===== src/rtl/mem_port_arbiter_pkg.sv =====
// Shared encodings for the unified instruction/data memory port arbiter.
// Contents: FSM state encoding (IDLE/ACCESS), access owner encoding (FETCH/DATA),
//           default NOP instruction and the word-access funct3 used for fetches.
package mem_port_arbiter_pkg;

  // The arbiter is either free to grant (IDLE) or sequencing one memory access.
  // The response pulse overlaps the following IDLE cycle, so no RESP state exists.
  typedef enum logic {
    ST_IDLE   = 1'b0,
    ST_ACCESS = 1'b1
  } state_t;

  // Which requester owns the access currently in flight.
  typedef enum logic {
    OWN_FETCH = 1'b0,
    OWN_DATA  = 1'b1
  } owner_t;

  // add x0,x0,x0 -- what the IF stage sees whenever no fetch completes.
  localparam logic [31:0] NOP_INSTR_DEF = 32'h0000_0033;

  // Fetches are always full 32-bit word reads.
  localparam logic [2:0] FUNCT3_LW = 3'b010;

endpackage


===== src/rtl/mem_port_arbiter.sv =====
// Arbitrates one shared instruction/data memory between the IF fetch port and the
// MEM-stage load/store port. Fixed priority: data wins over fetch.
// Ports:
//   clk, rst                      clock and synchronous active-high reset
//   if_req/if_addr/if_flush       fetch request (held until if_gnt), squash of in-flight fetch
//   if_gnt/if_rvalid/if_rdata     fetch accept, one-cycle completion pulse, instruction (NOP when idle)
//   d_req/d_we/d_funct3/d_addr/d_wdata   data request fields (held until d_gnt)
//   d_gnt/d_rvalid/d_rdata        data accept, one-cycle completion pulse, load data (0 for stores)
//   mem_re/mem_we/mem_funct3/mem_addr/mem_wdata/mem_rdata   memory interface
//   busy                          an access is in progress
// Timing: grant in cycle T (IDLE), memory driven T+1..T+MEM_LATENCY, rvalid at
// T+MEM_LATENCY+1, which is itself an IDLE cycle able to grant again.
module mem_port_arbiter
  import mem_port_arbiter_pkg::*;
#(
  parameter int          ADDR_W      = 8,
  parameter int          MEM_LATENCY = 1,
  parameter logic [31:0] NOP_INSTR   = NOP_INSTR_DEF
) (
  input  logic              clk,
  input  logic              rst,
  // fetch port
  input  logic              if_req,
  input  logic [31:0]       if_addr,
  input  logic              if_flush,
  output logic              if_gnt,
  output logic              if_rvalid,
  output logic [31:0]       if_rdata,
  // data port
  input  logic              d_req,
  input  logic              d_we,
  input  logic [2:0]        d_funct3,
  input  logic [31:0]       d_addr,
  input  logic [31:0]       d_wdata,
  output logic              d_gnt,
  output logic              d_rvalid,
  output logic [31:0]       d_rdata,
  // memory
  output logic              mem_re,
  output logic              mem_we,
  output logic [2:0]        mem_funct3,
  output logic [ADDR_W-1:0] mem_addr,
  output logic [31:0]       mem_wdata,
  input  logic [31:0]       mem_rdata,
  // status
  output logic              busy
);

  localparam int CNT_W = $clog2(MEM_LATENCY + 1);
  localparam logic [CNT_W-1:0] CNT_LAST = CNT_W'(MEM_LATENCY);
  localparam logic [CNT_W-1:0] CNT_ONE  = CNT_W'(1);

  state_t             state_q, state_d;
  logic [CNT_W-1:0]   cnt_q;
  owner_t             owner_q;
  logic               we_q;
  logic [2:0]         funct3_q;
  logic [ADDR_W-1:0]  addr_q;
  logic [31:0]        wdata_q;
  logic               flush_pend_q;
  logic               resp_if_q;
  logic               resp_d_q;
  logic [31:0]        rdata_q;

  logic               grant_d;
  logic               grant_f;
  logic               last_cycle;

  // Upper address bits are outside the memory and deliberately dropped.
  logic unused_addr_hi;
  assign unused_addr_hi = ^{if_addr[31:ADDR_W], d_addr[31:ADDR_W]};

  // ---------------------------------------------------------------------------
  // FSM state register
  // ---------------------------------------------------------------------------
  always_ff @(posedge clk) begin
    if (rst) begin
      state_q <= ST_IDLE;
    end else begin
      state_q <= state_d;
    end
  end

  // ---------------------------------------------------------------------------
  // FSM next-state and grant decode
  // ---------------------------------------------------------------------------
  always_comb begin
    state_d    = state_q;
    grant_d    = 1'b0;
    grant_f    = 1'b0;
    last_cycle = 1'b0;
    unique case (state_q)
      ST_IDLE: begin
        // Grants are suppressed in the reset cycle so nothing is accepted
        // that the reset is about to discard.
        if (!rst) begin
          if (d_req) begin
            grant_d = 1'b1;
            state_d = ST_ACCESS;
          end else if (if_req) begin
            grant_f = 1'b1;
            state_d = ST_ACCESS;
          end
        end
      end
      ST_ACCESS: begin
        if (cnt_q == CNT_LAST) begin
          last_cycle = 1'b1;
          state_d    = ST_IDLE;
        end
      end
      default: state_d = ST_IDLE;
    endcase
  end

  // ---------------------------------------------------------------------------
  // Access latch, latency counter, response capture
  // ---------------------------------------------------------------------------
  always_ff @(posedge clk) begin
    if (rst) begin
      cnt_q        <= '0;
      owner_q      <= OWN_FETCH;
      we_q         <= 1'b0;
      funct3_q     <= '0;
      addr_q       <= '0;
      wdata_q      <= '0;
      flush_pend_q <= 1'b0;
      resp_if_q    <= 1'b0;
      resp_d_q     <= 1'b0;
      rdata_q      <= '0;
    end else begin
      // Response flags are single-cycle pulses.
      resp_if_q <= 1'b0;
      resp_d_q  <= 1'b0;

      if (grant_d || grant_f) begin
        cnt_q        <= CNT_ONE;
        owner_q      <= grant_d ? OWN_DATA : OWN_FETCH;
        we_q         <= grant_d && d_we;
        funct3_q     <= grant_d ? d_funct3 : FUNCT3_LW;
        addr_q       <= grant_d ? d_addr[ADDR_W-1:0] : if_addr[ADDR_W-1:0];
        wdata_q      <= grant_d ? d_wdata : '0;
        flush_pend_q <= 1'b0;
      end else if (state_q == ST_ACCESS) begin
        // A flush seen on any access cycle kills the fetch result; flush is
        // meaningless for data accesses, which always complete.
        if (owner_q == OWN_FETCH && if_flush) begin
          flush_pend_q <= 1'b1;
        end
        if (last_cycle) begin
          cnt_q     <= '0;
          rdata_q   <= we_q ? 32'h0 : mem_rdata;
          resp_if_q <= (owner_q == OWN_FETCH) && !flush_pend_q && !if_flush;
          resp_d_q  <= (owner_q == OWN_DATA);
        end else begin
          cnt_q <= cnt_q + CNT_ONE;
        end
      end
    end
  end

  // ---------------------------------------------------------------------------
  // Outputs
  // ---------------------------------------------------------------------------
  assign busy       = (state_q == ST_ACCESS);
  assign if_gnt     = grant_f;
  assign d_gnt      = grant_d;

  // Memory pins are quiet whenever no access is in progress.
  assign mem_re     = busy && !we_q;
  assign mem_we     = busy && we_q;
  assign mem_funct3 = busy ? funct3_q : 3'b000;
  assign mem_addr   = busy ? addr_q : '0;
  assign mem_wdata  = busy ? wdata_q : 32'h0;

  // A flush arriving in the response cycle itself still squashes the fetch.
  assign if_rvalid  = resp_if_q && !if_flush && !rst;
  assign if_rdata   = if_rvalid ? rdata_q : NOP_INSTR;
  assign d_rvalid   = resp_d_q && !rst;
  assign d_rdata    = d_rvalid ? rdata_q : 32'h0;

endmodule


===== config.mk =====
export PLATFORM = sky130hd
export DESIGN_NAME = mem_port_arbiter
export DESIGN_NICKNAME = d
export VERILOG_FILES = /design/src/rtl/mem_port_arbiter_pkg.sv /design/src/rtl/mem_port_arbiter.sv
export SDC_FILE = /design/constraint.sdc
export NUM_CORES = 1
export LEC_CHECK = 0
export CAP_MARGIN = 20
export CORE_UTILIZATION = 35
export DETAILED_ROUTE_END_ITERATION = 7
export PLACE_DENSITY_LB_ADDON = 0.08
export SLEW_MARGIN = 25
export SYNTH_ARGS = -nofsm -noshare
export SYNTH_HDL_FRONTEND = slang
export SYNTH_SLANG_ARGS = --single-unit

===== constraint.sdc =====
create_clock -name clk -period 2.4 [get_ports clk]
set_clock_uncertainty 0.05 [all_clocks]
set_input_delay 0.72 -clock clk [delete_from_list [all_inputs] [get_ports clk]]
set_output_delay 0.72 -clock clk [all_outputs]
set_load 0.01 [all_outputs]

==> impl_metrics.py <==
metrics = {
    "setup_path": {
        "end_kind": "output port",
        "worst_r2r_endpoint": "rdata_q[28]",
        "cp_max_fo": 8,
        "crit_slowest_cell": "nor3b_4",
        "cpLargestDelayFamily": "buffers and inverters",
        "path_cells": "buf_6 -> nor3b_4 -> buf_6 -> buf_12 -> buf_16 -> and2_1 -> buf_6",
        "worstPathArrival_ns": 1.64,
        "rrSetupSlack_ns": 0.77,
        "crit_top_cell": "buf_6",
        "slowest_delay_ns": 0.22,
        "cp.required_ns": 1.63,
        "cp_num_buf_inv": 5,
        "startpoint_type": "input port",
        "crit_type": "in -> out",
        "ff2ff_path_depth": 5,
        "timing.rr.start": "busy",
    },
    "power": {
        "p_clk_share_pct": 38.5,
        "p_seq_share_pct": 46.6,
        "power_density_nw_per_um2": 543,
        "switchingPower_uw": 736,
        "p_int_uw": 2460,
        "swShare_pct": 23.0,
        "p_leak_uw": 0.00292,
        "p_comb_share_pct": 14.9,
        "peakVddDrop_mv": 0.324,
        "fin_total_pwr_uw": 3200,
    },
    "worst_hold_path": {
        "holdPathEnd": "flush_pend_q",
        "min_from": "flush_pend_q",
        "hold_path_depth": 1,
        "hold_path.class": "reg -> reg",
    },
    "floorplanning": {
        "core-area_sq_um": 9820,
        "rows": 36,
        "start_util_pct": 36.3,
        "dieArea_sq_um": 10600,
        "chipWidth_um": 103,
        "die_h_um": 103,
        "pin_count": 251,
    },
    "sta": {
        "period_minus_slack_ns": 2.41,
        "rsz0062_at_grt": "yes",
        "fmaxAchievable_mhz": 415,
        "setup_viol": 8,
        "worst_pin_slew_ns": 0.497,
        "relSlewSlack_pct": 66.7,
        "finalWorstSetupSlack_ns": -0.0104,
        "finalMaxSlewViolations": 0,
        "hold_viol": 0,
        "fin_crit_sh_pct": 100,
        "setup_tns_ns": -0.0486,
    },
    "grt": {
        "gr-total-overflow": 0,
        "grt_pass1_vias": 3098,
        "antenna_found_initial": 0,
        "grt_use_total_pct": 19.6,
        "grt_pass1_wl_um": 15800,
        "grt_max_degree": 37,
    },
    "synth": {
        "yosysSeqAreaShare_pct": 46.0,
        "syn-instance-count": 339,
        "synth_fp_nets": 476,
        "ys.flop_type": "dfxtp_1",
        "synth-seq-cells": 82,
        "yosys.cell_types.count": 30,
        "synth_area_leaders": "dfxtp_1, and2_1, a22o_1",
        "async_flop_share_pct": 0,
        "synth_edf_count": 0,
        "yosys_warnings": 0,
        "avgSynthCellArea_sq_um": 10.5,
        "synth_largest_area_cell": "dfxtp_1",
        "synth_top_area_share_pct": 46.0,
        "syn_area_sq_um": 3570,
    },
    "clocking": {
        "htree_levels": 3,
        "clock_latency_ns": 0.34,
        "cts_max_path_buffers": 2,
        "tritoncts": "built",
        "cts_buffers": 9,
        "ctsHoldBuffers": 0,
        "clock-sinks": 82,
        "cts-root-buf": "clkbuf_8",
        "clk_pin_slew_ns": 0.09,
    },
    "route": {
        "wl_per_cell_um": 15.1,
        "drtAntennaViolNets": 0,
        "drtPass1Iterations": 3,
        "drt_iter0_drc": 65,
        "viasPerCell": 4.62,
        "drc": 0,
        "vias": 3180,
        "drt_wl_total_um": 10400,
    },
    "final_layout": {
        "n_fill_cell": 914,
        "nets": 687,
        "layout-drive-gt1-share_pct": 20.5,
        "area_growth_syn_to_layout_pct": 65.2,
        "fin_cells": 688,
        "antenna_cells": 0,
        "design_area_sq_um": 5890,
        "final_util_pct": 60.0,
    },
    "placed_design": {
        "dp_cells": 662,
        "placed_cell_area_sq_um": 5720,
        "hpwl_um": 6920,
        "port_buffers": 202,
        "globalplace.congestion": 0.724,
    },
    "status": {
        "failed_checks": "setup timing",
        "outcome": "complete, but fails checks",
    },
    "job": {
        "maxCapViolCount": 0,
    },
}
[sequential cells by signal (all words and copies together), names as in the netlist]
name and flops:
wdata_q 32, cnt_q 1, flush_pend_q 1, busy 1, owner_q 1, rdata_q 32
we_q 1, resp_d_q 1, funct3_q 3, addr_q 8, resp_if_q 1
[cell type report]
type                            instances  area [sq um]  area share [%]
Clock buffer                           10           138            2.34
Clock inverter                          6           113            1.91
Multi-Input combinational cell        228          1730            29.3
Sequential cell                        82          1650            27.9
Tap cell                              133           166            2.82
Timing Repair Buffer                  229          2100            35.7
[power by group through the flow]
| stage | clock [uW] | sequential (uW) | combinational (uW) |
|---|---|---|---|
| after floorplan | 0 | 1500 | 229 |
| after global placement | 0 | 1520 | 468 |
| after detailed placement | 0 | 1520 | 478 |
| after CTS | 1270 | 1490 | 486 |
| after global routing | 1340 | 1500 | 515 |
| final | 1230 | 1490 | 478 |
[what timing repair did]
| action | CTS | global route |
|---|---|---|
| gates cloned | 4 | 0 |
| setup endpoints to repair | 114 | 59 |
| pin swaps | 2 | 1 |
| resized for setup | 275 | 22 |
| setup buffers | 8 | 2 |
[cell usage in the layout (no fill, tap or decap), types with 12 or more instances in the layout]
master	n
clkdlybuf4s50_1	107
and2_1	103
dfxtp_1	81
a22o_1	65
buf_2	51
dlygate4sd2_1	19
mux2i_1	16
dlymetal6s2s_1	16
nand2b_1	12
buf_6	12
buf_4	12
[synthesized netlist by cell type, types with 2 or more instances]
library cell    n
and2_1        105
mux2i_1        16
nand2_1         3
buf_6          11
nor3b_1         3
nor2b_1         2
buf_4           2
nor2_1          3
nand4b_1        2
a21oi_1         2
dfxtp_1        82
nand2b_1       12
a22o_1         65
buf_2           8
clkbuf_1        7
nor3_1          2
[routing by layer]
metal  routed length, um  global-route usage [%]
met5                   0                       0
met4                 114                    6.61
met3                 898                    6.51
met2                4970                    33.6
met1                4390                    22.8
[stage by stage]
stage                     hold slack [ns]  setup WS (ns)
after floorplan                     0.384          0.140
after global placement              0.395         -0.734
after detailed placement            0.398         -0.757
after CTS                           0.423        -0.0302
after global routing                0.436        -0.0528
final                               0.420        -0.0104
[kinds of logic (layout without fill, tap and decap cells)]
logic type,count (synthesis),after routing,synth area share [%]
AO/OA/AOI/OAI,73,73,18.0
buffers and inverters,29,245,5.89
flip-flops,82,82,46.0
multiplexers,16,16,4.49
AND/OR/NAND/NOR,139,139,25.6
[worst max-delay path by stage]
stage	startpoint	to	depth (start not counted)	slack [ns]
final	if_flush	if_rdata[29]	7	-0.01
after global routing	if_flush	if_rdata[10]	7	-0.05
after global placement	if_flush	if_rdata[29]	5	-0.73
after CTS	rst	if_rdata[24]	7	-0.03
after floorplan	rst	if_rdata[22]	4	0.14
after detailed placement	rst	if_rdata[29]	5	-0.76
(Power assumes the default switching activity.)
